### config.mk
export PLATFORM = sky130hd
export DESIGN_NAME = clint
export DESIGN_NICKNAME = d
export VERILOG_FILES = /design/src/rtl/clint.sv
export SDC_FILE = /design/constraint.sdc
export NUM_CORES = 1
export LEC_CHECK = 0
export ABC_CLOCK_PERIOD_IN_PS = 2300
export BUFFER_PORTS_ARGS = -buffer_cell sky130_fd_sc_hd__buf_2
export CAP_MARGIN = 30
export CORE_UTILIZATION = 57
export CTS_CLUSTER_SIZE = 25
export DETAILED_ROUTE_END_ITERATION = 8
export MAX_ROUTING_LAYER = met4
export PLACE_DENSITY = 0.79
export SKIP_CTS_REPAIR_TIMING = 1
export SYNTH_ARGS = -nofsm -noshare
export SYNTH_HDL_FRONTEND = slang
export SYNTH_SLANG_ARGS = --single-unit
### constraint.sdc
create_clock -name clk -period 2.3 [get_ports clk]
set_input_delay 0.23 -clock clk [delete_from_list [all_inputs] [get_ports clk]]
set_output_delay 0.23 -clock clk [all_outputs]
set_load 0.1 [all_outputs]
### src/rtl/clint.sv
// -----------------------------------------------------------------------------
// clint -- core-local interruptor
//
// Word-addressed responder on the core data bus. It owns the machine software
// interrupt bit (msip), the 64-bit timer compare register (mtimecmp) and a
// free-running 64-bit timer (mtime). mtime advances once every clock_rate core
// cycles. The timer interrupt is raised while mtime >= mtimecmp.
//
// Register map (byte offset, clint_addr[15:0]; only [15:2] is decoded):
//   0x0000  msip            bit 0 R/W, bits 31:1 read 0
//   0x4000  mtimecmp[31:0]
//   0x4004  mtimecmp[63:32]
//   0xBFF8  mtime[31:0]
//   0xBFFC  mtime[63:32]
//   any other offset reads 0, ignores writes, and still responds.
//
// Parameters:
//   clock_rate   core cycles per mtime increment (>= 1)
//
// Ports:
//   clk           in   core clock, rising edge
//   rst           in   asynchronous reset, active low
//   clint_valid   in   request strobe, one cycle per access
//   clint_instr   in   fetch flag, ignored (treated as a data access)
//   clint_addr    in   byte address
//   clint_wdata   in   write data
//   clint_wstrb   in   byte enables, all-zero means read
//   clint_rdata   out  read data, non-zero only while clint_ready is high
//   clint_ready   out  response strobe, one cycle after clint_valid
//   clint_msip    out  machine software interrupt pending
//   clint_mtip    out  machine timer interrupt pending (registered compare)
//   clint_mtime   out  current mtime
// -----------------------------------------------------------------------------
module clint #(
   parameter int unsigned clock_rate = 1
) (
   input  logic        clk,
   input  logic        rst,
   input  logic        clint_valid,
   input  logic        clint_instr,
   input  logic [31:0] clint_addr,
   input  logic [31:0] clint_wdata,
   input  logic [3:0]  clint_wstrb,
   output logic [31:0] clint_rdata,
   output logic        clint_ready,
   output logic        clint_msip,
   output logic        clint_mtip,
   output logic [63:0] clint_mtime
);

   // Prescaler counter needs at least one bit even when clock_rate is 1.
   localparam int unsigned CNT_W = (clock_rate > 1) ? $clog2(clock_rate) : 1;
   localparam logic [CNT_W-1:0] DIV_LAST = CNT_W'(clock_rate - 1);

   // Word indices (byte offset >> 2) of the mapped registers.
   localparam logic [13:0] IDX_MSIP     = 14'h0000;
   localparam logic [13:0] IDX_MTCMP_LO = 14'h1000;
   localparam logic [13:0] IDX_MTCMP_HI = 14'h1001;
   localparam logic [13:0] IDX_MTIME_LO = 14'h2FFE;
   localparam logic [13:0] IDX_MTIME_HI = 14'h2FFF;

   logic [CNT_W-1:0] div_cnt_q, div_cnt_d;
   logic             tick;
   logic [63:0]      mtime_q, mtime_d, mtime_inc;
   logic [63:0]      mtimecmp_q, mtimecmp_d;
   logic             msip_q, msip_d;
   logic             mtip_q, mtip_d;
   logic             ready_q, ready_d;
   logic [31:0]      rdata_q, rdata_d;
   logic [31:0]      rd_mux;
   logic [13:0]      word_idx;
   logic             wr_en;

   // Address bits outside [15:2] and the fetch flag carry no meaning here.
   logic unused_ok;
   assign unused_ok = ^{clint_instr, clint_addr[31:16], clint_addr[1:0]};

   // Replace the strobed bytes of old_val with the matching bytes of new_val.
   function automatic logic [31:0] merge_bytes(input logic [31:0] old_val,
                                               input logic [31:0] new_val,
                                               input logic [3:0]  strb);
      logic [31:0] res;
      res = old_val;
      for (int b = 0; b < 4; b++) begin
         if (strb[b]) begin
            res[8*b +: 8] = new_val[8*b +: 8];
         end
      end
      return res;
   endfunction

   assign word_idx = clint_addr[15:2];
   assign wr_en    = clint_valid && (clint_wstrb != 4'b0000);

   // Prescaler: free running, never touched by bus accesses.
   always_comb begin
      tick      = (div_cnt_q == DIV_LAST);
      div_cnt_d = tick ? '0 : div_cnt_q + 1'b1;
   end

   // The full 64-bit add lets the low-half carry reach the high half in the
   // same cycle.
   assign mtime_inc = mtime_q + {63'd0, tick};

   // Register writes. A write to an mtime half overlays only the strobed
   // bytes on the incremented value, so a coincident tick is never lost on
   // the bytes that were not written.
   always_comb begin
      mtime_d    = mtime_inc;
      mtimecmp_d = mtimecmp_q;
      msip_d     = msip_q;
      if (wr_en) begin
         case (word_idx)
            IDX_MSIP: begin
               if (clint_wstrb[0]) begin
                  msip_d = clint_wdata[0];
               end
            end
            IDX_MTCMP_LO: mtimecmp_d[31:0]  = merge_bytes(mtimecmp_q[31:0],  clint_wdata, clint_wstrb);
            IDX_MTCMP_HI: mtimecmp_d[63:32] = merge_bytes(mtimecmp_q[63:32], clint_wdata, clint_wstrb);
            IDX_MTIME_LO: mtime_d[31:0]     = merge_bytes(mtime_inc[31:0],   clint_wdata, clint_wstrb);
            IDX_MTIME_HI: mtime_d[63:32]    = merge_bytes(mtime_inc[63:32],  clint_wdata, clint_wstrb);
            default: ;
         endcase
      end
   end

   // Read data comes from the current register values, before this cycle's
   // tick or write lands.
   always_comb begin
      rd_mux = 32'd0;
      case (word_idx)
         IDX_MSIP:     rd_mux = {31'd0, msip_q};
         IDX_MTCMP_LO: rd_mux = mtimecmp_q[31:0];
         IDX_MTCMP_HI: rd_mux = mtimecmp_q[63:32];
         IDX_MTIME_LO: rd_mux = mtime_q[31:0];
         IDX_MTIME_HI: rd_mux = mtime_q[63:32];
         default:      rd_mux = 32'd0;
      endcase
   end

   // Response path and registered compare. The compare uses register values,
   // which makes mtip trail an mtimecmp write by two cycles.
   always_comb begin
      ready_d = clint_valid;
      rdata_d = clint_valid ? rd_mux : 32'd0;
      mtip_d  = (mtime_q >= mtimecmp_q);
   end

   always_ff @(posedge clk or negedge rst) begin
      if (!rst) begin
         div_cnt_q  <= '0;
         mtime_q    <= 64'd0;
         mtimecmp_q <= 64'hFFFF_FFFF_FFFF_FFFF;
         msip_q     <= 1'b0;
         mtip_q     <= 1'b0;
         ready_q    <= 1'b0;
         rdata_q    <= 32'd0;
      end else begin
         div_cnt_q  <= div_cnt_d;
         mtime_q    <= mtime_d;
         mtimecmp_q <= mtimecmp_d;
         msip_q     <= msip_d;
         mtip_q     <= mtip_d;
         ready_q    <= ready_d;
         rdata_q    <= rdata_d;
      end
   end

   assign clint_rdata = rdata_q;
   assign clint_ready = ready_q;
   assign clint_msip  = msip_q;
   assign clint_mtip  = mtip_q;
   assign clint_mtime = mtime_q;

endmodule

==> run_results.csv, run 1 <==
group,metric,value,unit
logic_synthesis,yosys.area_share.simple,0.1613,
clocking,cts_sinks,163,
setup_path,cp_max_fo,8,
logic_synthesis,synthMuxAreaShare,0.04920,
logic_synthesis,yosysUniqueCellTypes,45,
power_and_ir_drop,leakagePower,5.035,nW
cells_and_area,nets,1301,
setup_path,required,2.62,ns
logic_synthesis,syn_nets,1103,
placement,io_buffers,151,
grt,antenna_found_initial,0,
die,initial_core_util,0.5859,
drt,dr_total_vias,8303,
logic_synthesis,synth_edf_count,0,
die,core-area,15890,µm²
timing,fin_setup_tns,0,ns
timing,whs,0.04926,ns
hold_path,min_path_type,"input pin to register",
cells_and_area,final_cell_count_no_fill,1393,
power_and_ir_drop,combPwrFrac,0.101,
timing,tightest_slew,0.9187,ns
logic_synthesis,async_flop_share,1.000,
placement,place.gp.congestion,0.8827,
logic_synthesis,synth_top_family_by_area,"simple AND/OR/NAND/NOR gates",
power_and_ir_drop,pwr-share-clk,0.424,
clocking,clk_latency,0.43,ns
timing,slew-limit-headroom,0.3875,
power_and_ir_drop,p_int,4.630,mW
die,io_pins,171,
logic_synthesis,ys_warn_count,0,
logic_synthesis,synth.ff_latch_count,163,
clocking,cts_tree,"built",
placement,place_inst,1360,
power_and_ir_drop,power_density,554.4,nW/µm²
setup_path,crit_type,"register to register",
timing,period_share,0.9451,
die,std_cell_rows,46,
clocking,cts_buffers,17,
cells_and_area,drive_gt1_frac,0.3483,
power_and_ir_drop,sw_frac_of_total,0.2659,
placement,pre_cts_slack,0.06056,ns
power_and_ir_drop,vdd_drop_max,915.6,µV
logic_synthesis,synth-main-ff-cell,"dfrtp_1",
drt,finalWirelength,26090,µm
drt,drt_iter0_drc,844,
power_and_ir_drop,p_switching,1.677,mW
timing,fmax,460.0,MHz
logic_synthesis,syn_inst,966,
timing,skew,0.007493,ns
grt,gr-usage-all-layers,0.3365,
clocking,h-tree-depth,4,
run,cap_violations,0,
timing,min_period,2.174,ns
drt,drc_errors,0,
drt,firstDrtPassIters,5,
logic_synthesis,syn_avg_cell_area,9.635,µm²
clocking,cts-root-buf,"clkbuf_16",
drt,avgRoutedWirePerCell,18.73,µm
timing,hold_violations,0,
setup_path,critPathLaunchType,"register",
grt,grt_pass1_vias,8131,
drt,via_per_inst,5.961,
die,die_y,129.8,µm
clocking,clk_pin_slew_worst_paths,0.06,ns
logic_synthesis,synth_compound_area_frac,0.1530,
clocking,cts_buffer_depth,2,
setup_path,end_kind,"register",
run_status,status,"finished, final reports clean",
timing,rsz0062_at_grt,"false",
timing,layout_setup_ws,0.1263,ns
setup_path,cp.arrival,2.49,ns
cells_and_area,antenna_cells,0,
timing,setup_viol,0,
die,die-area,16840,µm²
die,die_x,129.8,µm
logic_synthesis,synthXorXnorAreaFrac,0.05834,
grt,grt-ovfl-total,0,
grt,grt_pass1_wl,41900,µm
power_and_ir_drop,seqPwrFrac,0.475,
grt,grt_max_degree,69,
logic_synthesis,synth_fa_ha_area_frac,0.08738,
drt,ant_nets,0,
timing,maxSlewViolCount,0,
logic_synthesis,syn_area,9308,µm²
cells_and_area,syn2layout_area_growth,22.23,%
power_and_ir_drop,p_total,6.308,mW
placement,dpl.hpwl,19210,µm
logic_synthesis,yosysSeqAreaShare,0.4468,
## cells in the final DEF (no fill, tap or decap), drive strengths merged, types with 2 or more instances in the layout
master / count
and3: 25
clkinv: 5
nor3: 10
xor2: 36
ha: 65
inv: 70
dfrtp: 99
nor4: 15
o21ai: 50
mux2i: 3
a22oi: 60
nor2: 71
and2: 3
a21o: 13
nor2b: 2
clkbuf: 26
nand3: 38
buf: 215
mux2: 38
and4: 9
a21oi: 106
nand2: 79
a221oi: 3
xnor2: 26
nand4: 31
dfstp: 64
## worst max-delay path, stage by stage, from the launching register on
cell     delay, ns
dfrtp_4       0.47
nand3_1       0.22
or2_2         0.39
nor4_1        0.36
buf_4         0.19
nand2_1       0.06
xnor2_1       0.11
mux2_2        0.26
## Yosys cell counts, types with 2 or more instances
| cell type | instances | area, µm² |
|---|---|---|
| and4_1 | 9 | 78.83 |
| nor3_2 | 3 | 30.03 |
| nor2b_1 | 2 | 12.51 |
| mux2_2 | 38 | 427.9 |
| and2_1 | 3 | 18.77 |
| a21o_1 | 13 | 97.59 |
| mux2i_1 | 3 | 30.03 |
| ha_1 | 65 | 813.3 |
| nand4_1 | 29 | 181.4 |
| nand2_1 | 79 | 296.5 |
| dfrtp_1 | 99 | 2477 |
| and3_1 | 25 | 156.4 |
| inv_1 | 70 | 262.8 |
| nand3_1 | 38 | 190.2 |
| nor4_2 | 4 | 50.05 |
| a221oi_1 | 3 | 26.28 |
| a22oi_1 | 60 | 450.4 |
| xnor2_1 | 26 | 227.7 |
| nor2_1 | 71 | 266.5 |
| a21oi_1 | 106 | 530.5 |
| nor4_4 | 3 | 63.81 |
| xor2_1 | 36 | 315.3 |
| buf_2 | 3 | 15.01 |
| nor3_1 | 7 | 35.03 |
| clkbuf_1 | 33 | 123.9 |
| nor4_1 | 8 | 50.05 |
| dfstp_2 | 64 | 1682 |
| o21ai_0 | 49 | 245.2 |
## worst paths after layout
kind | startpoint | to | slack, ns | cells after the start
setup / recovery | clint_mtime[11] | clint_mtime[24] | 0.13 | 7
hold / removal | clint_wdata[30] | mtimecmp_q[30] | 0.05 | 3
setup reg to reg | clint_mtime[11] | clint_mtime[24] | 0.13 | 7
hold reg to reg | mtimecmp_q[62] | mtimecmp_q[62] | 0.50 | 2
max in group asynchronous | rst | mtimecmp_q[33] | 1.23 | 3
min in group asynchronous | rst | clint_mtime[16] | 0.32 | 2
## cells by family after synthesis
kind of cell	count (synthesis)
buffers and inverters	107
AOI/OAI and AO/OA	240
adders and majority gates	65
muxes	41
and+or+nand+nor	288
DFF	163
xor gates and xnor gates	62
## metrics by stage
step | utilization | instance area (µm²)
floorplan | - | 9407
global placement | 0.6805 | 10810
detailed placement | 0.6805 | 10810
CTS | 0.7148 | 11350
global route | 0.7162 | 11380
finish | 0.7162 | 11380
## power by group through the flow
stage          clock network [mW]  registers [mW]  logic, mW
4_1_cts                      2.71            3.00      0.633
5_1_grt                      2.84            3.00      0.680
2_1_floorplan                   0            3.30      0.128
6_report                     2.68            3.00      0.635
3_3_place_gp                    0            3.05      0.622
3_5_place_dp                    0            3.04      0.630
## layer usage
layer	GRT usage	part of all wire	vias up
li1	-	-	3852
met1	0.4368	0.43	4048
met2	0.5304	0.48	348
met3	0.05986	0.065	55
met4	0.1197	0.024	0
met5	-	0	-
## state kept, by name (all words and copies together) (netlist names)
register / flops
clint_rdata: 32
clint_mtime: 64
clint_ready: 1
clint_mtip: 1
mtimecmp_q: 64
clint_msip: 1
## layout make-up
type	count	area, µm²
well taps	216	270.3
clock buffers	26	489.2
flip-flops and latches	163	4255
repair buffers	216	1265
fillers	1208	4508
multi-input cells	696	4780
clock inverters	6	55.05
inverters	70	262.8
Power figures use the tool's default switching activity.
==> inputs of run 2 (changes only) <==
--- a/config.mk
+++ b/config.mk
@@ -6,7 +6,7 @@
 export NUM_CORES = 1
 export LEC_CHECK = 0
 export ABC_CLOCK_PERIOD_IN_PS = 2300
-export BUFFER_PORTS_ARGS = -buffer_cell sky130_fd_sc_hd__buf_2
+export BUFFER_PORTS_ARGS = -buffer_cell sky130_fd_sc_hd__clkbuf_2
 export CAP_MARGIN = 30
 export CORE_UTILIZATION = 57
 export CTS_CLUSTER_SIZE = 25
==> run_results.csv, run 2 (synthesized netlist as in run 1, its figures left out) <==
group,metric,value,unit
die,die_y,129.8,µm
drt,ant_nets,0,
placement,io_buffers,151,
die,io_pins,171,
clocking,cts_tree,"built",
clocking,h-tree-depth,4,
timing,fin_setup_tns,0,ns
placement,pre_cts_slack,0.06902,ns
cells_and_area,antenna_cells,0,
timing,min_period,2.181,ns
drt,drt_iter0_drc,730,
timing,layout_setup_ws,0.1188,ns
cells_and_area,layout_common_cells,"clkbuf_2 (150), a21oi_1 (106), nand2_1 (79)",
drt,firstDrtPassIters,5,
cells_and_area,fill_cells,1209,
timing,setup_viol,0,
setup_path,required,2.62,ns
power_and_ir_drop,power_density,584.1,nW/µm²
clocking,cts_buffer_depth,2,
setup_path,cp_cell_sequence,"and4_1 > nand4_1 > nor4_1 > buf_4 > nand2_1 > xnor2_1 > mux2_2",
timing,whs,0.03931,ns
clocking,cts-root-buf,"clkbuf_16",
grt,antenna_found_initial,0,
cells_and_area,final_common_cell,"clkbuf_2",
setup_path,critPathLaunchType,"register",
cells_and_area,syn2layout_area_growth,22.73,%
timing,period_share,0.9484,
grt,grt-ovfl-total,0,
setup_path,cp.arrival,2.50,ns
die,std_cell_rows,46,
timing,maxSlewViolCount,0,
clocking,cts_sinks,163,
timing,fmax,458.5,MHz
setup_path,cp_max_fo,9,
drt,via_per_inst,5.942,
setup_path,end_kind,"register",
cells_and_area,nets,1296,
grt,grt_pass1_wl,42320,µm
cells_and_area,fin_util,0.7191,
clocking,clk_latency,0.44,ns
run,cap_violations,0,
setup_path,crit_slowest_cell,"dfrtp_4",
drt,avgRoutedWirePerCell,19.13,µm
hold_path,min_path_type,"input pin to register",
cells_and_area,drive_gt1_frac,0.3481,
placement,dpl.hpwl,19260,µm
die,initial_core_util,0.5859,
timing,slew-limit-headroom,0.6174,
timing,skew,0.007470,ns
die,die-area,16840,µm²
drt,finalWirelength,26550,µm
grt,gr-usage-all-layers,0.3429,
drt,dr_total_vias,8247,
setup_path,crit_type,"register to register",
die,core-area,15890,µm²
run_status,status,"finished, final reports clean",
clocking,clk_pin_slew_worst_paths,0.06,ns
power_and_ir_drop,p_total,6.673,mW
placement,place.gp.congestion,0.8769,
grt,grt_pass1_vias,8157,
timing,rsz0062_at_grt,"false",
setup_path,slowest_delay,0.49,ns
timing,hold_violations,0,
power_and_ir_drop,leakagePower,5.051,nW
clocking,cts_buffers,17,
drt,drc_errors,0,
timing,tightest_slew,0.5763,ns
grt,grt_max_degree,63,
power_and_ir_drop,vdd_drop_max,948.5,µV
die,die_x,129.8,µm
## run 2: changes by cell type in the layout (fill, tap and decap cells not counted), sizes merged
cell,change
bufinv,+3
buf,-155
clkinv,-2
clkinvlp,+2
clkbuf,+147
## run 2: area by class of cell
class	instances	area, µm²	area share
Tap cell	216	270.3	0.02366
Timing Repair Buffer	211	1227	0.1074
Sequential cell	163	4255	0.3725
Clock buffer	23	467.9	0.04096
Inverter	70	262.8	0.02300
Clock inverter	9	153.9	0.01347
Multi-Input combinational cell	696	4786	0.4189
## run 2: worst paths after layout
kind | start | endpoint | depth (start not counted) | slack (ns)
min in group asynchronous | rst | clint_mtime[49] | 2 | 0.30
min reg2reg | mtimecmp_q[62] | mtimecmp_q[62] | 2 | 0.50
max in group asynchronous | rst | mtimecmp_q[62] | 3 | 1.16
max | clint_mtime[2] | clint_mtime[24] | 7 | 0.12
max reg2reg | clint_mtime[2] | clint_mtime[24] | 7 | 0.12
min | clint_wdata[3] | mtimecmp_q[3] | 3 | 0.04
## run 2: layer usage
metal  global-route usage  part of all wire  wire, µm
met5                    -                 0         0
met4               0.1375             0.030       797
met3              0.06724             0.075      1980
met2               0.5445              0.48     12720
met1               0.4316              0.42     11050
## run 2: report_power, final
| part | internal [mW] | total (mW) | switching [mW] |
|---|---|---|---|
| logic | 0.132 | 0.619 | 0.487 |
| clock network | 1.87 | 3.04 | 1.17 |
| registers | 2.92 | 3.02 | 0.0926 |
## run 2: critical path, delay by kind of cell, from the launching register on
kind | cells | cell delay, ns
flops | 1 | 0.49
mux | 1 | 0.26
buf+inv | 1 | 0.19
xor+xnor | 1 | 0.12
simple gates | 4 | 1.00
## run 2: stage by stage
stage,cell area [µm²],cells
floorplan,9407,966
global placement,10770,1355
detailed placement,10770,1355
CTS,11390,1387
global route,11420,1388
finish,11420,1388
==> inputs of run 3 (changes only) <==
--- a/config.mk
+++ b/config.mk
@@ -11,6 +11,7 @@
 export CORE_UTILIZATION = 57
 export CTS_CLUSTER_SIZE = 25
 export DETAILED_ROUTE_END_ITERATION = 8
+export HOLD_SLACK_MARGIN = 0.06
 export MAX_ROUTING_LAYER = met4
 export PLACE_DENSITY = 0.79
 export SKIP_CTS_REPAIR_TIMING = 1
==> run_results.csv, run 3 (synthesized netlist as in run 1, its figures left out) <==
group,metric,value,unit
grt,grtUsageMet3,0.06724,
timing,hold_violations,0,
clocking,cts_tree,"built",
cells_and_area,drive_gt1_frac,0.3475,
clocking,clk_pin_slew_worst_paths,0.07,ns
drt,ant_nets,0,
timing,fin_setup_tns,0,ns
die,core-area,15890,µm²
clocking,cts_buffers,17,
cells_and_area,final_cell_count_no_fill,1390,
timing,setup_viol,0,
placement,place_inst,1355,
cells_and_area,final_common_cell,"clkbuf_2",
timing,min_period,2.176,ns
timing,rsz0062_at_grt,"false",
power_and_ir_drop,vdd_drop_max,950.4,µV
grt,grt_max_degree,63,
setup_path,crit_path_start,"clint_mtime[3]",
drt,avgRoutedWirePerCell,19.24,µm
power_and_ir_drop,p_total,6.690,mW
clocking,clk_latency,0.44,ns
grt,grt-ovfl-total,0,
drt,via_per_inst,5.986,
die,die-area,16840,µm²
run_status,status,"finished, final reports clean",
grt,antenna_found_initial,0,
cells_and_area,syn2layout_area_growth,22.95,%
cells_and_area,fill_cells,1206,
setup_path,end_kind,"register",
setup_path,required,2.61,ns
setup_path,cp_max_fo,11,
timing,whs,0.03445,ns
hold_path,min_path_type,"input pin to register",
die,initial_core_util,0.5859,
setup_path,crit_type,"register to register",
cells_and_area,antenna_cells,0,
die,die_x,129.8,µm
cells_and_area,nets,1298,
grt,grt_pass1_wl,42320,µm
die,io_pins,171,
hold_path,min_from,"clint_wdata[3]",
setup_path,r2r-start,"clint_mtime[3]",
setup_path,cp_cell_sequence,"and4_1 > and4_1 > and3_1 > buf_4 > and3_1 > xnor2_1 > o21ai_0",
placement,io_buffers,151,
timing,maxSlewViolCount,0,
grt,gr-usage-all-layers,0.3429,
grt,use_met1,0.4316,
grt,grt_pass1_vias,8157,
clocking,cts_buffer_depth,2,
setup_path,r2r_slack,0.12,ns
drt,finalWirelength,26740,µm
drt,drt_iter0_drc,736,
clocking,cts_sinks,163,
run,cap_violations,0,
timing,skew,0.008254,ns
setup_path,crit_slowest_cell,"dfrtp_2",
setup_path,critPathLaunchType,"register",
placement,dpl.hpwl,19260,µm
setup_path,cp.arrival,2.48,ns
grt,grt_use_met2,0.5445,
power_and_ir_drop,power_density,584.7,nW/µm²
timing,slew-limit-headroom,0.6193,
placement,place.gp.congestion,0.8769,
drt,dr_total_vias,8320,
drt,firstDrtPassIters,6,
setup_path,slowest_delay,0.47,ns
timing,fmax,459.6,MHz
drt,drc_errors,0,
clocking,cts-root-buf,"clkbuf_16",
power_and_ir_drop,leakagePower,5.059,nW
grt,gr-max-usage-layer,"met2",
timing,tightest_slew,0.5735,ns
cells_and_area,fin_util,0.7204,
clocking,h-tree-depth,4,
die,die_y,129.8,µm
timing,period_share,0.9459,
die,std_cell_rows,46,
cells_and_area,layout_common_cells,"clkbuf_2 (150), a21oi_1 (106), nand2_1 (79)",
## run 3: cell count changes in the layout (fill, tap and decap cells not counted), sizes merged
cell and change:
dlygate4sd3 +2
## run 3: worst max-delay path: cells and delay by family (launching register included)
kind | cells | cell delay [ns]
AO/OA/AOI/OAI | 1 | 0.11
XOR/XNOR | 1 | 0.14
buffers and inverters | 1 | 0.23
flip-flops | 1 | 0.47
AND/OR/NAND/NOR | 4 | 1.09
## run 3: worst paths after layout
path                                   end  cells past startpoint
max in group asynchronous   mtimecmp_q[63]                      3
min reg2reg                 mtimecmp_q[62]                      2
max reg2reg                clint_mtime[34]                      7
min                          mtimecmp_q[3]                      3
min in group asynchronous  clint_mtime[49]                      2
max                        clint_mtime[34]                      7
## run 3: cell type report
cell class,count,area [µm²],share of cell area
Sequential cell,163,4255,0.3719
Timing Repair Buffer,213,1247,0.1090
Tap cell,216,270.3,0.02362
Clock buffer,23,467.9,0.04089
Multi-Input combinational cell,696,4786,0.4182
Clock inverter,9,153.9,0.01345
Inverter,70,262.8,0.02296
## run 3: per-layer routing
layer,up-vias,wire length [µm]
li1,3837,-
met1,4021,11190
met2,401,12800
met3,61,1922
met4,0,833
met5,-,0
## run 3: report_power, final
part           internal, mW  leakage, nW  switching (mW)
clock network          1.87        0.297            1.18
registers              2.92         1.78          0.0937
logic                 0.134         2.98           0.488
total                  4.93         5.06            1.76
## run 3: through the flow
step	area, µm²	worst slack (ns)
floorplan	9407	0.003609
global placement	10770	0.1185
detailed placement	10770	0.06902
CTS	11390	0.008337
global route	11440	0.02274
finish	11440	0.1244
